==> config.mk <==
export PLATFORM = sky130hd
export DESIGN_NAME = uart_tx_fifo_flat
export DESIGN_NICKNAME = d
export VERILOG_FILES = /design/src/rtl/uart_tx_fifo_if.sv /design/src/rtl/uart_tx_fifo.sv /design/src/flat_wrapper.sv
export SDC_FILE = /design/constraint.sdc
export NUM_CORES = 1
export LEC_CHECK = 0
export ABC_AREA = 1
export ABC_CLOCK_PERIOD_IN_PS = 2840
export BUFFER_PORTS_ARGS = -buffer_cell sky130_fd_sc_hd__buf_2
export CAP_MARGIN = 5
export CORE_MARGIN = 1
export CORE_UTILIZATION = 61
export CTS_CLUSTER_SIZE = 25
export DETAILED_ROUTE_END_ITERATION = 16
export GPL_TIMING_DRIVEN = 0
export PLACE_DENSITY = 0.79
export SLEW_MARGIN = 20
export SYNTH_ARGS = -nofsm -noshare
export SYNTH_HDL_FRONTEND = slang
export SYNTH_SLANG_ARGS = --single-unit
==> constraint.sdc <==
create_clock -name clk -period 2.84 [get_ports clk]
set_input_delay 0.142 -clock clk [delete_from_list [all_inputs] [get_ports clk]]
set_output_delay 0.142 -clock clk [all_outputs]
set_load 0.02 [all_outputs]
==> src/rtl/uart_tx_fifo_if.sv <==
// Write-side bus of uart_tx_fifo: push strobe/data plus FIFO status flags.
`timescale 1ns/1ps

interface uart_tx_fifo_if;
    logic       wr_en;
    logic [7:0] wr_data;
    logic       full;
    logic       empty;
    logic       overflow;

    modport master (output wr_en, output wr_data, input full, input empty, input overflow);
    modport slave  (input wr_en, input wr_data, output full, output empty, output overflow);
endinterface

==> src/rtl/uart_tx_fifo.sv <==
// Byte FIFO feeding an 8N1 UART transmitter timed by a 16x oversample strobe.
// Define UART_TX_PARITY_EN to insert an even-parity bit between data and stop.
`timescale 1ns/1ps

module uart_tx_fifo #(
    parameter int unsigned DEPTH   = 8,
    parameter int unsigned SB_TICK = 16
) (
    input  logic           clk,
    input  logic           rst_n,
    input  logic           s_tick,
    uart_tx_fifo_if.slave  wr,
    output logic           tx,
    output logic           transmit_active,
    output logic           transmit_over
);

    localparam int unsigned AW = (DEPTH > 1) ? $clog2(DEPTH) : 1;
    localparam int unsigned CW = AW + 1;
    localparam int unsigned TW = ($clog2(SB_TICK) > 4) ? $clog2(SB_TICK) : 4;

    typedef enum logic [2:0] {
        IDLE,
        START,
        DATA,
`ifdef UART_TX_PARITY_EN
        PARITY,
`endif
        STOP
    } state_t;

    logic [7:0]    mem [DEPTH];
    logic [AW-1:0] wr_ptr;
    logic [AW-1:0] rd_ptr;
    logic [CW-1:0] count;
    logic [CW-1:0] count_nxt_c;
    logic          push_c;
    logic          pop_c;

    state_t        state;
    logic [TW-1:0] tick;
    logic [2:0]    bit_idx;
    logic [7:0]    shift_reg;
`ifdef UART_TX_PARITY_EN
    logic          parity_bit;
`endif

    // A push while full is dropped even if the transmitter pops in the same cycle.
    assign push_c = wr.wr_en && !wr.full;
    assign pop_c  = (state == IDLE) && !wr.empty;

    always_comb begin
        count_nxt_c = count + CW'(push_c) - CW'(pop_c);
    end

    // Storage array carries no reset; the pointers define what is valid.
    always_ff @(posedge clk) begin
        if (push_c) begin
            mem[wr_ptr] <= wr.wr_data;
        end
    end

    always_ff @(posedge clk or negedge rst_n) begin
        if (!rst_n) begin
            wr_ptr      <= '0;
            rd_ptr      <= '0;
            count       <= '0;
            wr.full     <= 1'b0;
            wr.empty    <= 1'b1;
            wr.overflow <= 1'b0;
        end else begin
            if (push_c) begin
                wr_ptr <= wr_ptr + AW'(1);
            end
            if (pop_c) begin
                rd_ptr <= rd_ptr + AW'(1);
            end
            count    <= count_nxt_c;
            wr.full  <= (count_nxt_c == CW'(DEPTH));
            wr.empty <= (count_nxt_c == '0);
            if (wr.wr_en && wr.full) begin
                wr.overflow <= 1'b1;
            end
        end
    end

    // Transmit FSM; tx is registered so reset forces the line idle without a clock.
    always_ff @(posedge clk or negedge rst_n) begin
        if (!rst_n) begin
            state           <= IDLE;
            tick            <= '0;
            bit_idx         <= '0;
            shift_reg       <= '0;
            tx              <= 1'b1;
            transmit_active <= 1'b0;
            transmit_over   <= 1'b0;
`ifdef UART_TX_PARITY_EN
            parity_bit      <= 1'b0;
`endif
        end else begin
            transmit_over <= 1'b0;
            case (state)
                IDLE: begin
                    if (!wr.empty) begin
                        shift_reg       <= mem[rd_ptr];
`ifdef UART_TX_PARITY_EN
                        parity_bit      <= ^mem[rd_ptr];
`endif
                        tick            <= '0;
                        bit_idx         <= '0;
                        tx              <= 1'b0;
                        transmit_active <= 1'b1;
                        state           <= START;
                    end
                end
                START: begin
                    if (s_tick) begin
                        if (tick == TW'(15)) begin
                            tick    <= '0;
                            bit_idx <= '0;
                            tx      <= shift_reg[0];
                            state   <= DATA;
                        end else begin
                            tick <= tick + TW'(1);
                        end
                    end
                end
                DATA: begin
                    if (s_tick) begin
                        if (tick == TW'(15)) begin
                            tick      <= '0;
                            shift_reg <= shift_reg >> 1;
                            if (bit_idx == 3'd7) begin
`ifdef UART_TX_PARITY_EN
                                tx    <= parity_bit;
                                state <= PARITY;
`else
                                tx    <= 1'b1;
                                state <= STOP;
`endif
                            end else begin
                                bit_idx <= bit_idx + 3'd1;
                                tx      <= shift_reg[1];
                            end
                        end else begin
                            tick <= tick + TW'(1);
                        end
                    end
                end
`ifdef UART_TX_PARITY_EN
                PARITY: begin
                    if (s_tick) begin
                        if (tick == TW'(15)) begin
                            tick  <= '0;
                            tx    <= 1'b1;
                            state <= STOP;
                        end else begin
                            tick <= tick + TW'(1);
                        end
                    end
                end
`endif
                STOP: begin
                    if (s_tick) begin
                        if (tick == TW'(SB_TICK - 1)) begin
                            tick            <= '0;
                            transmit_over   <= 1'b1;
                            transmit_active <= 1'b0;
                            state           <= IDLE;
                        end else begin
                            tick <= tick + TW'(1);
                        end
                    end
                end
                default: begin
                    tx    <= 1'b1;
                    state <= IDLE;
                end
            endcase
        end
    end

endmodule

==> src/flat_wrapper.sv <==
// flat-port wrapper written by rule: the top's interface ports become plain ports
module uart_tx_fifo_flat 
#(
    parameter int unsigned DEPTH   = 8,
    parameter int unsigned SB_TICK = 16
)
  (clk, rst_n, s_tick, tx, transmit_active, transmit_over, wr_wr_en, wr_wr_data, wr_full, wr_empty, wr_overflow);
  uart_tx_fifo_if wr_i ();
  input  logic clk;
  input  logic rst_n;
  input  logic s_tick;
  output logic tx;
  output logic transmit_active;
  output logic transmit_over;
  input wire logic [$bits(wr_i.wr_en)-1:0] wr_wr_en;
  input wire logic [$bits(wr_i.wr_data)-1:0] wr_wr_data;
  output wire logic [$bits(wr_i.full)-1:0] wr_full;
  output wire logic [$bits(wr_i.empty)-1:0] wr_empty;
  output wire logic [$bits(wr_i.overflow)-1:0] wr_overflow;
  assign wr_i.wr_en = wr_wr_en;
  assign wr_i.wr_data = wr_wr_data;
  assign wr_full = wr_i.full;
  assign wr_empty = wr_i.empty;
  assign wr_overflow = wr_i.overflow;
  uart_tx_fifo #(.DEPTH(DEPTH), .SB_TICK(SB_TICK)) u_core (.clk(clk), .rst_n(rst_n), .s_tick(s_tick), .wr(wr_i), .tx(tx), .transmit_active(transmit_active), .transmit_over(transmit_over));
endmodule
==> out/qor.txt, run 1 <==
Status = finished clean
Hold Path Sink = u_core.wr.overflow
Hold_buf cts = 1
Arrival time worst endpoint = 2.91 ns
Antenna viol nets, final = 0
WL final = 8390 um
Highest clock rate = 380 MHz
Post-route insts no fill = 538
Clock Latency Late Sink = 0.37 ns
Post-route DRC violation count = 0
Hold path startpoint = wr_wr_en
FF-to-FF Start = u_core.state[1]
Largest register FFs = 64
Reg2reg path depth = 11
Startpoint types = flop
Die height = 86.1 um
GR Util All Layers = 25.1%
R2R setup slack = 0.21 ns
Root cell of the clock tree = clkbuf_8
Register area share after synthesis = 63.7%
Mapped Cells = 408
Routed vias/inst = 5.42
CTS tree = yes
Post-CTS sizing = 0
Fin crit share = 92.6%
Clock Skews = 0.0106 ns
RSZ-0062 raised after global routing = false
CTS clk-pin slew, worst paths = 0.10 ns
Final net count = 463
Avg Inst Size Synth = 10.6 um^2
Placeable Area = 6830 um^2
P_leak = 2.04 nW
CTS buffer count = 9
# setup viols final = 0
Yosys top cell by area = edfxtp_1
FF-to-FF End = u_core.wr.full
Ranking of synthesized cells by area = edfxtp_1 (45%), dfrtp_1 (18%), nand2_1 (9.9%)
Cell variety after synth = 33
Starting DRT DRC Count = 216
Full die area = 7420 um^2
Share of cells above drive strength 1 = 14.3%
Fill cell count = 521
Ant. Diodes = 0
Period minus WS final = 2.63 ns
Vias in the first global route = 2879
Top cell type's share of synthesized area = 44.5%
Max_cap viols = 0
Mapped Area = 4320 um^2
Post-synthesis register bit count = 97
Setup TNS = 0 ns
Power Density = 1060 nW/um^2
WS Path Type = reg -> reg
H-tree depth = 3
Worst endpoint required time = 3.12 ns
Worst Tran Pin Value = 0.961 ns
Initial antenna violation count = 0
Pin count of the biggest net entering global routing = 34
CTS sink count = 97
First-pass GRT wire length = 13600 um
Hpwl dp = 5690 um
Placed Cells = 521
CP max FO = 7
Fin. max-slew vios = 0
Syn Nets = 434
First-pass DRT Iterations = 5
Total grt overflow = 0
Port bufs = 17
WL per Instance = 15.6 um
Warnings from Yosys = 0
Slew Limit Headroom = 35.7%
Std-Cell Rows = 30
Postcts setup bufs = 0
Area delta synth->final = 9.16%
FF/Latch Area = 2750 um^2
Hold Vio Cnt, Final = 0
GPL Wtd Cong = 0.826
Initial Util = 63.2%
Multi-input gate area = 1350 um^2
Io pins = 18
CP endpoint kind = flop
Bufs on Longest Clock Path = 2
Utilization after layout = 69.0%
Hold Crit Class = in -> reg
Hold path cells = 2
VDD IR max = 0.569 mV
Die span in x = 86.1 um
Via count = 2918
metal layers:
layer  track usage [%]  up-vias  wire [um]
met1              33.6     1382       3700
met4              13.3        0        201
met5                 0        -          0
met2              39.8       92       4070
li1                  -     1423          -
met3              4.04       21        423
layout by cell type (no fill, tap or decap), types with 2 or more instances in the layout:
cell type / count
ha_1: 13
a21oi_2: 2
buf_4: 5
clkbuf_8: 10
nor2_2: 5
buf_2: 22
xor2_1: 7
inv_1: 30
inv_6: 2
nand4_1: 2
dfrtp_1: 31
inv_2: 2
nor2_4: 2
nand2_1: 114
nand3_1: 53
o21ai_1: 5
buf_6: 2
o21ai_0: 8
clkbuf_1: 2
a21oi_1: 5
nor2_1: 34
o211ai_1: 4
edfxtp_1: 64
nand2_2: 2
dfstp_2: 2
critical path: stages, from the launching register on:
cell	delay [ns]
dfrtp_1	0.41
inv_1	0.08
ha_1	0.19
inv_1	0.16
nor2_4	0.09
ha_1	0.29
inv_1	0.04
ha_1	0.22
fa_1	0.39
xor2_1	0.17
or3_1	0.34
nor2b_1	0.17
area by class of cell:
type / count / share of cell area (%)
flip-flops and latches: 97 / 58.3
multi-input cells: 264 / 28.6
clock buffers: 11 / 3.00
inverters: 33 / 2.63
well taps: 96 / 2.55
plain buffers: 14 / 2.04
repair buffers: 18 / 2.02
clock inverters: 5 / 0.823
synth_stat cells (all sizes together):
library cell,count
a21o,1
a21oi,7
buf,12
clkbuf,2
clkinv,1
dfrtp,31
dfstp,2
edfxtp,64
fa,1
ha,13
inv,32
nand2,116
nand3,54
nand4,3
nor2,41
nor2b,1
o211ai,4
o21ai,13
or2,1
or3,1
xnor2,1
xor2,7
power by group:
group | leakage, nW | switching (W) | total, W | internal, W
Sequential | 0.982 | 0.000149 | 0.00200 | 0.00185
Combinational | 0.970 | 0.00141 | 0.00215 | 0.000741
Clock | 0.0903 | 0.000482 | 0.000831 | 0.000349
Total | 2.04 | 0.00204 | 0.00498 | 0.00294
per-stage QoR:
step / cell area (um^2) / power [W] / hold slack (ns) / setup WS [ns]
after floorplan: 4320 / 0.00358 / -0.154 / 0.524
after global placement: 4520 / 0.00404 / 0.247 / 0.340
after detailed placement: 4520 / 0.00415 / 0.248 / 0.284
after CTS: 4710 / 0.00497 / 0.00186 / 0.237
after global routing: 4710 / 0.00535 / 0.00383 / 0.0472
final: 4710 / 0.00498 / 0.00451 / 0.211
worst max path at each step:
stage	slack [ns]	endpoint	startpoint
4_1_cts	0.24	u_core.wr.full	u_core.state[1]
3_3_place_gp	0.34	u_core.wr.full	u_core.state[0]
2_1_floorplan	0.52	u_core.wr.full	u_core.state[0]
5_1_grt	0.05	u_core.wr.full	u_core.state[1]
6_report	0.21	u_core.wr.full	u_core.state[1]
3_5_place_dp	0.28	u_core.wr.full	u_core.state[0]
logic make-up (layout without fill, tap and decap cells):
group           after synthesis  in the layout  share of synthesized area, %
compound gates               25             25                          3.36
xor+xnor                      8              8                          1.62
fa+ha+maj                    14             14                          4.23
buf+inv                      47             81                          5.10
flops                        97             97                          63.7
simple gates                217            217                          22.0
No activity file was read; power rests on OpenSTA's default activity.
==> run 2, diff against run 1 <==
Settings changed: ABC_AREA 1 to 0.
==> run 2 against run 1 <==
Global-route usage shrank 3.2 points. Utilization increased by 1.7 points. Sequential share of layout area rose by 1.5 points. Clock power is essentially flat. Critical path depth unchanged. Synthesized area down 3.3%. Largest power group is now registers.
==> out/qor.txt, run 2 <==
Critical-path cell list = inv_1 -> ha_1 -> clkbuf_4 -> nor2b_1 -> buf_2 -> ha_1 -> inv_1 -> ha_2 -> fa_2 -> or3_4 -> nor2b_1 (was inv_1 -> ha_1 -> inv_1 -> nor2_4 -> ha_1 -> inv_1 -> ha_1 -> fa_1 -> xor2_1 -> or3_1 -> nor2b_1)
Clock Latency Late Sink = 0.36 ns (was 0.37 ns)
Most common cell in the netlist = edfxtp_1 (was nand2_1)
Delay of the slowest critical-path stage = 0.45 ns (was 0.41 ns)
Placeable Area = 6490 um^2 (was 6830 um^2)
Post-synthesis mux area share = 14.6% (was 0%)
Hpwl dp = 4640 um (was 5690 um)
Status = finished clean (unchanged)
Via count = 2211 (was 2918)
CTS sink count = 97 (unchanged)
Fin crit share = 95.9% (was 92.6%)
Total grt overflow = 0 (unchanged)
Port bufs = 17 (unchanged)
Post-Synth Adder-Cell Area = 4.37% (was 4.23%)
Fin. max-slew vios = 0 (unchanged)
WS Path Type = reg -> reg (unchanged)
Top cell type's share of synthesized area = 46.0% (was 44.5%)
Max_cap viols = 0 (unchanged)
Ranking of synthesized cells by area = edfxtp_1 (46%), dfrtp_1 (19%), mux4_1 (7.5%) (was edfxtp_1 (45%), dfrtp_1 (18%), nand2_1 (9.9%))
First-pass DRT Iterations = 10 (was 5)
Crit path buf inv count = 4 (was 3)
CP max FO = 10 (was 7)
Top FF cell, synth = edfxtp_1 (unchanged)
Largest register FFs = 64 (unchanged)
Asr flop ratio synth = 34.0% (unchanged)
Dominant delay contributor by cell family on the critical path = adder cells (unchanged)
Post-route setup slack = 0.116 ns (was 0.211 ns)
Number of synthesized flops with an enable pin = 64 (unchanged)
XOR/XNOR Fraction of Synth Area = 1.47% (was 1.62%)
Most frequent cells in the layout = edfxtp_1 (64), dfrtp_1 (31), nand2_1 (25) (was nand2_1 (114), edfxtp_1 (64), nand3_1 (53))
Routed vias/inst = 5.90 (was 5.42)
Power Density = 1020 nW/um^2 (was 1060 nW/um^2)
Arrival time worst endpoint = 3.01 ns (was 2.91 ns)
Dominant combinational cell family by area after synthesis = multiplexers (was simple AND/OR/NAND/NOR gates)
Warnings from Yosys = 0 (unchanged)
Cell variety after synth = 39 (was 33)
First-pass GRT wire length = 11400 um (was 13600 um)
Slew Limit Headroom = 38.3% (was 35.7%)
CP max stage cell = fa_2 (was dfrtp_1)
CTS buffer count = 9 (unchanged)
VDD IR max = 0.514 mV (was 0.569 mV)
Hold Crit Class = in -> reg (unchanged)
Worst endpoint required time = 3.13 ns (was 3.12 ns)
Most frequent cells after synthesis = edfxtp_1 (64), dfrtp_1 (31), nand2_1 (25) (was nand2_1 (114), edfxtp_1 (64), nand3_1 (53))
Starting DRT DRC Count = 121 (was 216)
Initial antenna violation count = 0 (unchanged)
Worst Tran Pin Value = 0.922 ns (was 0.961 ns)
Antenna viol nets, final = 0 (unchanged)
Final net count = 319 (was 463)
Utilization after layout = 70.7% (was 69.0%)
P_leak = 1.78 nW (was 2.04 nW)
GPL Wtd Cong = 0.730 (was 0.826)
GR Util All Layers = 21.9% (was 25.1%)
H-tree depth = 3 (unchanged)
Initial Util = 64.3% (was 63.2%)
Root cell of the clock tree = clkbuf_8 (unchanged)
Min Hold Slack = 0.0529 ns (was 0.00451 ns)
Area delta synth->final = 9.98% (was 9.16%)
# setup viols final = 0 (unchanged)
Avg Inst Size Synth = 15.9 um^2 (was 10.6 um^2)
Register area share after synthesis = 65.8% (was 63.7%)
Place WS = 0.0157 ns (was 0.284 ns)
Pin count of the biggest net entering global routing = 34 (unchanged)
Post-synthesis register bit count = 97 (unchanged)
Ant. Diodes = 0 (unchanged)
Share of cells above drive strength 1 = 21.5% (was 14.3%)
Mapped Area = 4180 um^2 (was 4320 um^2)
WL final = 7080 um (was 8390 um)
Post-synthesis simple-gate area fraction = 6.32% (was 22.0%)
Vias in the first global route = 2212 (was 2879)
Highest clock rate = 367 MHz (was 380 MHz)
Hold Vio Cnt, Final = 0 (unchanged)
Commonest non-fill, non-tap cell in the layout = edfxtp_1 (was nand2_1)
Fill cell count = 427 (was 521)
WL per Instance = 18.9 um (was 15.6 um)
Full die area = 7180 um^2 (was 7420 um^2)
CTS tree = yes (unchanged)
Die span in x = 84.7 um (was 86.1 um)
Yosys top cell by area = edfxtp_1 (unchanged)
Period minus WS final = 2.72 ns (was 2.63 ns)
Syn Nets = 288 (was 434)
Std-Cell Rows = 29 (was 30)
Startpoint types = flop (unchanged)
Mapped Cells = 262 (was 408)
Clock Skews = 0.0137 ns (was 0.0106 ns)
Post-route DRC violation count = 0 (unchanged)
Bufs on Longest Clock Path = 2 (unchanged)
Io pins = 18 (unchanged)
Die height = 84.7 um (was 86.1 um)
CTS clk-pin slew, worst paths = 0.10 ns (about the same)
CP endpoint kind = flop (unchanged)
Compound-gate portion of the synthesized area = 4.79% (was 3.36%)
[run 2: cell count changes in the layout (fill, tap and decap cells not counted), moves of 10 or more]
cell	change
inv_1	-22
nand2_1	-89
nand3_1	-48
nor2_1	-23
mux2_2	+10
mux4_1	+12
[run 2: cell type report]
cell class	count	area, um^2	area share (%)
Timing Repair Buffer	20	113	2.45
Clock inverter	7	60.1	1.31
Buffer	11	83.8	1.83
Sequential cell	97	2750	59.9
Clock buffer	9	124	2.70
Multi-Input combinational cell	146	1340	29.1
Inverter	8	30.0	0.654
Tap cell	77	96.3	2.10
[run 2: per-stage QoR]
stage	setup TNS (ns)	power, W	cells	cell area [um^2]
floorplan	0	0.00339	262	4180
global placement	0	0.00374	356	4360
detailed placement	0	0.00383	356	4370
CTS	0	0.00466	374	4570
global route	-0.0504	0.00498	375	4590
finish	0	0.00468	375	4590
[run 2: logic make-up after synthesis]
kind of cell | after synthesis
AND/OR/NAND/NOR | 57
buffers and inverters | 19
XOR/XNOR | 7
AO/OA/AOI/OAI | 33
adder cells (fa/ha/maj) | 14
multiplexers | 35
flip-flops | 97
[run 2: metal layers]
metal	global-route usage, %	up-vias	wire length (um)
li1	-	1051	-
met1	30.2	1098	3150
met2	35.1	57	3570
met3	5.31	5	293
met4	6.78	0	67
met5	0	-	0
[run 2: worst paths after layout]
check / start / endpoint / slack, ns / depth (start not counted)
worst max-delay path: u_core.state[1] / u_core.wr.full / 0.12 / 11
worst max register to register: u_core.state[1] / u_core.wr.full / 0.12 / 11
min in group asynchronous: rst_n / u_core.wr.full / 0.38 / 2
worst min-delay path: wr_wr_data[4] / u_core.mem[0][4] / 0.05 / 1
max in group asynchronous: rst_n / u_core.shift_reg[0] / 1.99 / 2
worst min register to register: u_core.wr.overflow / u_core.wr.overflow / 0.46 / 1
[run 2: worst reg2reg max path, stage by stage, from the launching register on]
cell	delay, ns
dfrtp_1	0.40
inv_1	0.08
ha_1	0.18
clkbuf_4	0.17
nor2b_1	0.14
buf_2	0.15
ha_1	0.29
inv_1	0.07
ha_2	0.19
fa_2	0.45
or3_4	0.40
nor2b_1	0.15
[run 2: repair_timing]
item                                   4_1_cts  5_1_grt
setup endpoints to repair                    0        2
hold buffers                                 2        0
buffers inserted                             0        1
gates resized for setup                      0        6
endpoints found under the hold margin       32        0
[run 2: report_power, final]
group          internal (W)  leakage, nW  switching, W  total, W
logic              0.000864        0.710      0.000930   0.00179
clock network      0.000335       0.0917      0.000498  0.000833
registers           0.00186        0.982      0.000188   0.00205
==> run 3, diff against run 2 <==
Settings changed: ABC_AREA 0 to unset, CORE_UTILIZATION 61 to 50, PLACE_DENSITY 0.79 to 0.67.
==> run 3 against run 2 <==
Wire length is 2.1% lower. Die area is 21% higher. First-iteration DRC count is 19% higher. Via count down 1.5%. Setup slack improved by 0.053 ns. Power shrank 0.55%. Global-route usage down 3.6 points. Count of clock-buffer cells in the layout unchanged. Combinational power is essentially flat. Clock skew shrank 0.0029 ns. Fmax is 2.0% higher. Sequential power is essentially flat. Highest routed layer unchanged.
==> out/qor.txt, run 3 (synthesis results as in run 2) <==
Port bufs = 17 (unchanged)
Arrival time worst endpoint = 2.95 ns (was 3.01 ns)
Die span in x = 93.4 um (was 84.7 um)
Die height = 93.4 um (was 84.7 um)
Net Sw Power = 0.00160 W (was 0.00162 W)
Std-Cell Rows = 32 (was 29)
Antenna viol nets, final = 0 (unchanged)
Initial antenna violation count = 0 (unchanged)
Root cell of the clock tree = clkbuf_8 (unchanged)
Most frequent cells in the layout = edfxtp_1 (64), dfrtp_1 (31), nand2_1 (25) (unchanged)
Delay of the slowest critical-path stage = 0.41 ns (was 0.45 ns)
FF-to-FF End = u_core.wr.full (unchanged)
Hold path cells = 1 (unchanged)
Max_cap viols = 0 (unchanged)
Placeable Area = 7890 um^2 (was 6490 um^2)
CTS tree = yes (unchanged)
FF-to-FF Start = u_core.state[0] (was u_core.state[1])
Io pins = 18 (unchanged)
Final net count = 320 (was 319)
Vias in the first global route = 2300 (was 2212)
CTS sink count = 97 (unchanged)
Cell internal pwr = 0.00305 W (was 0.00306 W)
Hpwl dp = 4680 um (was 4640 um)
Startpoint types = flop (unchanged)
Routed vias/inst = 5.43 (was 5.90)
Post-route insts no fill = 401 (was 375)
Hold Crit Class = in -> reg (unchanged)
VDD IR max = 0.376 mV (was 0.514 mV)
Initial Util = 53.0% (was 64.3%)
Sw frac = 34.5% (about the same)
Clock Skews = 0.0108 ns (was 0.0137 ns)
Power Density = 1000 nW/um^2 (was 1020 nW/um^2)
Clock power share = 18.3% (was 17.8%)
RSZ-0062 raised after global routing = false
R2R setup slack = 0.17 ns (was 0.12 ns)
CTS buffer count = 9 (unchanged)
Pin count of the biggest net entering global routing = 34 (unchanged)
H-tree depth = 3 (unchanged)
Fin. max-slew vios = 0 (unchanged)
Share of cells above drive strength 1 = 21.1% (was 21.5%)
WS Path Type = reg -> reg (unchanged)
Min Hold Slack = 0.0424 ns (was 0.0529 ns)
Reg2reg path depth = 11 (unchanged)
CP max FO = 10 (unchanged)
CP endpoint kind = flop (unchanged)
GR Util All Layers = 18.3% (was 21.9%)
Largest register FFs = 64 (unchanged)
Commonest non-fill, non-tap cell in the layout = edfxtp_1 (unchanged)
Post-route cell area = 4630 um^2 (was 4590 um^2)
Hold path startpoint = wr_wr_data[2] (was wr_wr_data[4])
First-pass GRT wire length = 11600 um (was 11400 um)
Post-route DRC violation count = 0 (unchanged)
Area delta synth->final = 10.9% (was 9.98%)
Slew Limit Headroom = 40.2% (was 38.3%)
Worst endpoint required time = 3.12 ns (was 3.13 ns)
Sequential Power Share = 43.9% (was 43.8%)
Clock Latency Late Sink = 0.36 ns (about the same)
Placed Cells = 383 (was 356)
# setup viols final = 0 (unchanged)
WL per Instance = 17.3 um (was 18.9 um)
CTS clk-pin slew, worst paths = 0.10 ns (about the same)
Hold Vio Cnt, Final = 0 (unchanged)
Fin crit share = 94.0% (was 95.9%)
P_leak = 1.79 nW (was 1.78 nW)
Via count = 2177 (was 2211)
WL final = 6940 um (was 7080 um)
Highest clock rate = 374 MHz (was 367 MHz)
Full die area = 8720 um^2 (was 7180 um^2)
Setup TNS = 0 ns (unchanged)
Hold Path Sink = u_core.mem[2][2] (was u_core.mem[0][4])
Status = finished clean (unchanged)
Total grt overflow = 0 (unchanged)
Total power draw = 0.00465 W (was 0.00468 W)
Cell mode on critical path = ha_1
First-pass DRT Iterations = 4 (was 10)
Dpl cell area = 4410 um^2 (was 4370 um^2)
CP max stage cell = dfrtp_1 (was fa_2)
Bufs on Longest Clock Path = 2 (unchanged)
Combinational power share = 37.8% (was 38.4%)
Critical-path cell list = inv_1 -> ha_1 -> clkbuf_4 -> nor2b_4 -> ha_1 -> inv_1 -> ha_1 -> fa_1 -> xor2_1 -> or3_1 -> nor2b_1 (was inv_1 -> ha_1 -> clkbuf_4 -> nor2b_1 -> buf_2 -> ha_1 -> inv_1 -> ha_2 -> fa_2 -> or3_4 -> nor2b_1)
Ant. Diodes = 0 (unchanged)
Worst Tran Pin Value = 0.894 ns (was 0.922 ns)
GPL Wtd Cong = 0.801 (was 0.730)
Period minus WS final = 2.67 ns (was 2.72 ns)
Starting DRT DRC Count = 144 (was 121)
run 3: worst max-delay path by stage:
stage | from | end | slack, ns | cells past startpoint
floorplan | u_core.state[0] | u_core.wr.full | 0.29 | 12
global placement | u_core.state[0] | u_core.wr.full | 0.05 | 11
detailed placement | u_core.state[0] | u_core.wr.full | 0.009 | 11
CTS | u_core.state[0] | u_core.wr.full | 0.003 | 12
global route | u_core.state[0] | u_core.wr.full | 0.04 | 10
finish | u_core.state[0] | u_core.wr.full | 0.17 | 11
run 3: cell type report:
cell class	instances	area, um^2
plain buffers	10	78.8
clock buffers	9	124
clock inverters	7	61.3
fillers	579	3250
inverters	8	30.0
multi-input cells	146	1330
flip-flops and latches	97	2750
well taps	102	128
repair buffers	22	128
run 3: stage by stage:
step,utilization (%),setup slack (ns)
2_1_floorplan,-,0.287
3_3_place_gp,55.6,0.0464
3_5_place_dp,56.0,0.00855
4_1_cts,58.6,0.00277
5_1_grt,58.7,0.0391
6_report,58.7,0.169
run 3: power groups by stage:
stage          Combinational [W]  Clock (W)  Sequential [W]
5_1_grt                  0.00196   0.000930         0.00208
2_1_floorplan            0.00135          0         0.00204
3_3_place_gp             0.00170          0         0.00206
6_report                 0.00176   0.000851         0.00204
3_5_place_dp             0.00177          0         0.00207
4_1_cts                  0.00178   0.000869         0.00205
run 3: per-layer routing:
metal  share of wire [%]  global-route usage (%)  vias to the layer above
met5                   0                       0                        -
met4                 1.6                    7.69                        0
met3                 2.2                    3.74                        9
met2                  50                    30.4                       23
met1                  46                    23.4                     1093
li1                    -                       -                     1052
run 3: what timing repair did:
item | 4_1_cts | 5_1_grt
endpoints found under the setup margin | 1 | 2
hold buffers | 2 | 0
endpoints found under the hold margin | 32 | 0
setup buffers | 0 | 1
pin swaps | 0 | 0
gates resized for setup | 1 | 3
run 3: critical path, delay by kind of cell (launching register included):
family / cells / cell delay (ns)
XOR/XNOR: 1 / 0.16
adder cells (fa/ha/maj): 4 / 1.07
buffers and inverters: 3 / 0.30
flip-flops: 1 / 0.41
AND/OR/NAND/NOR: 3 / 0.65
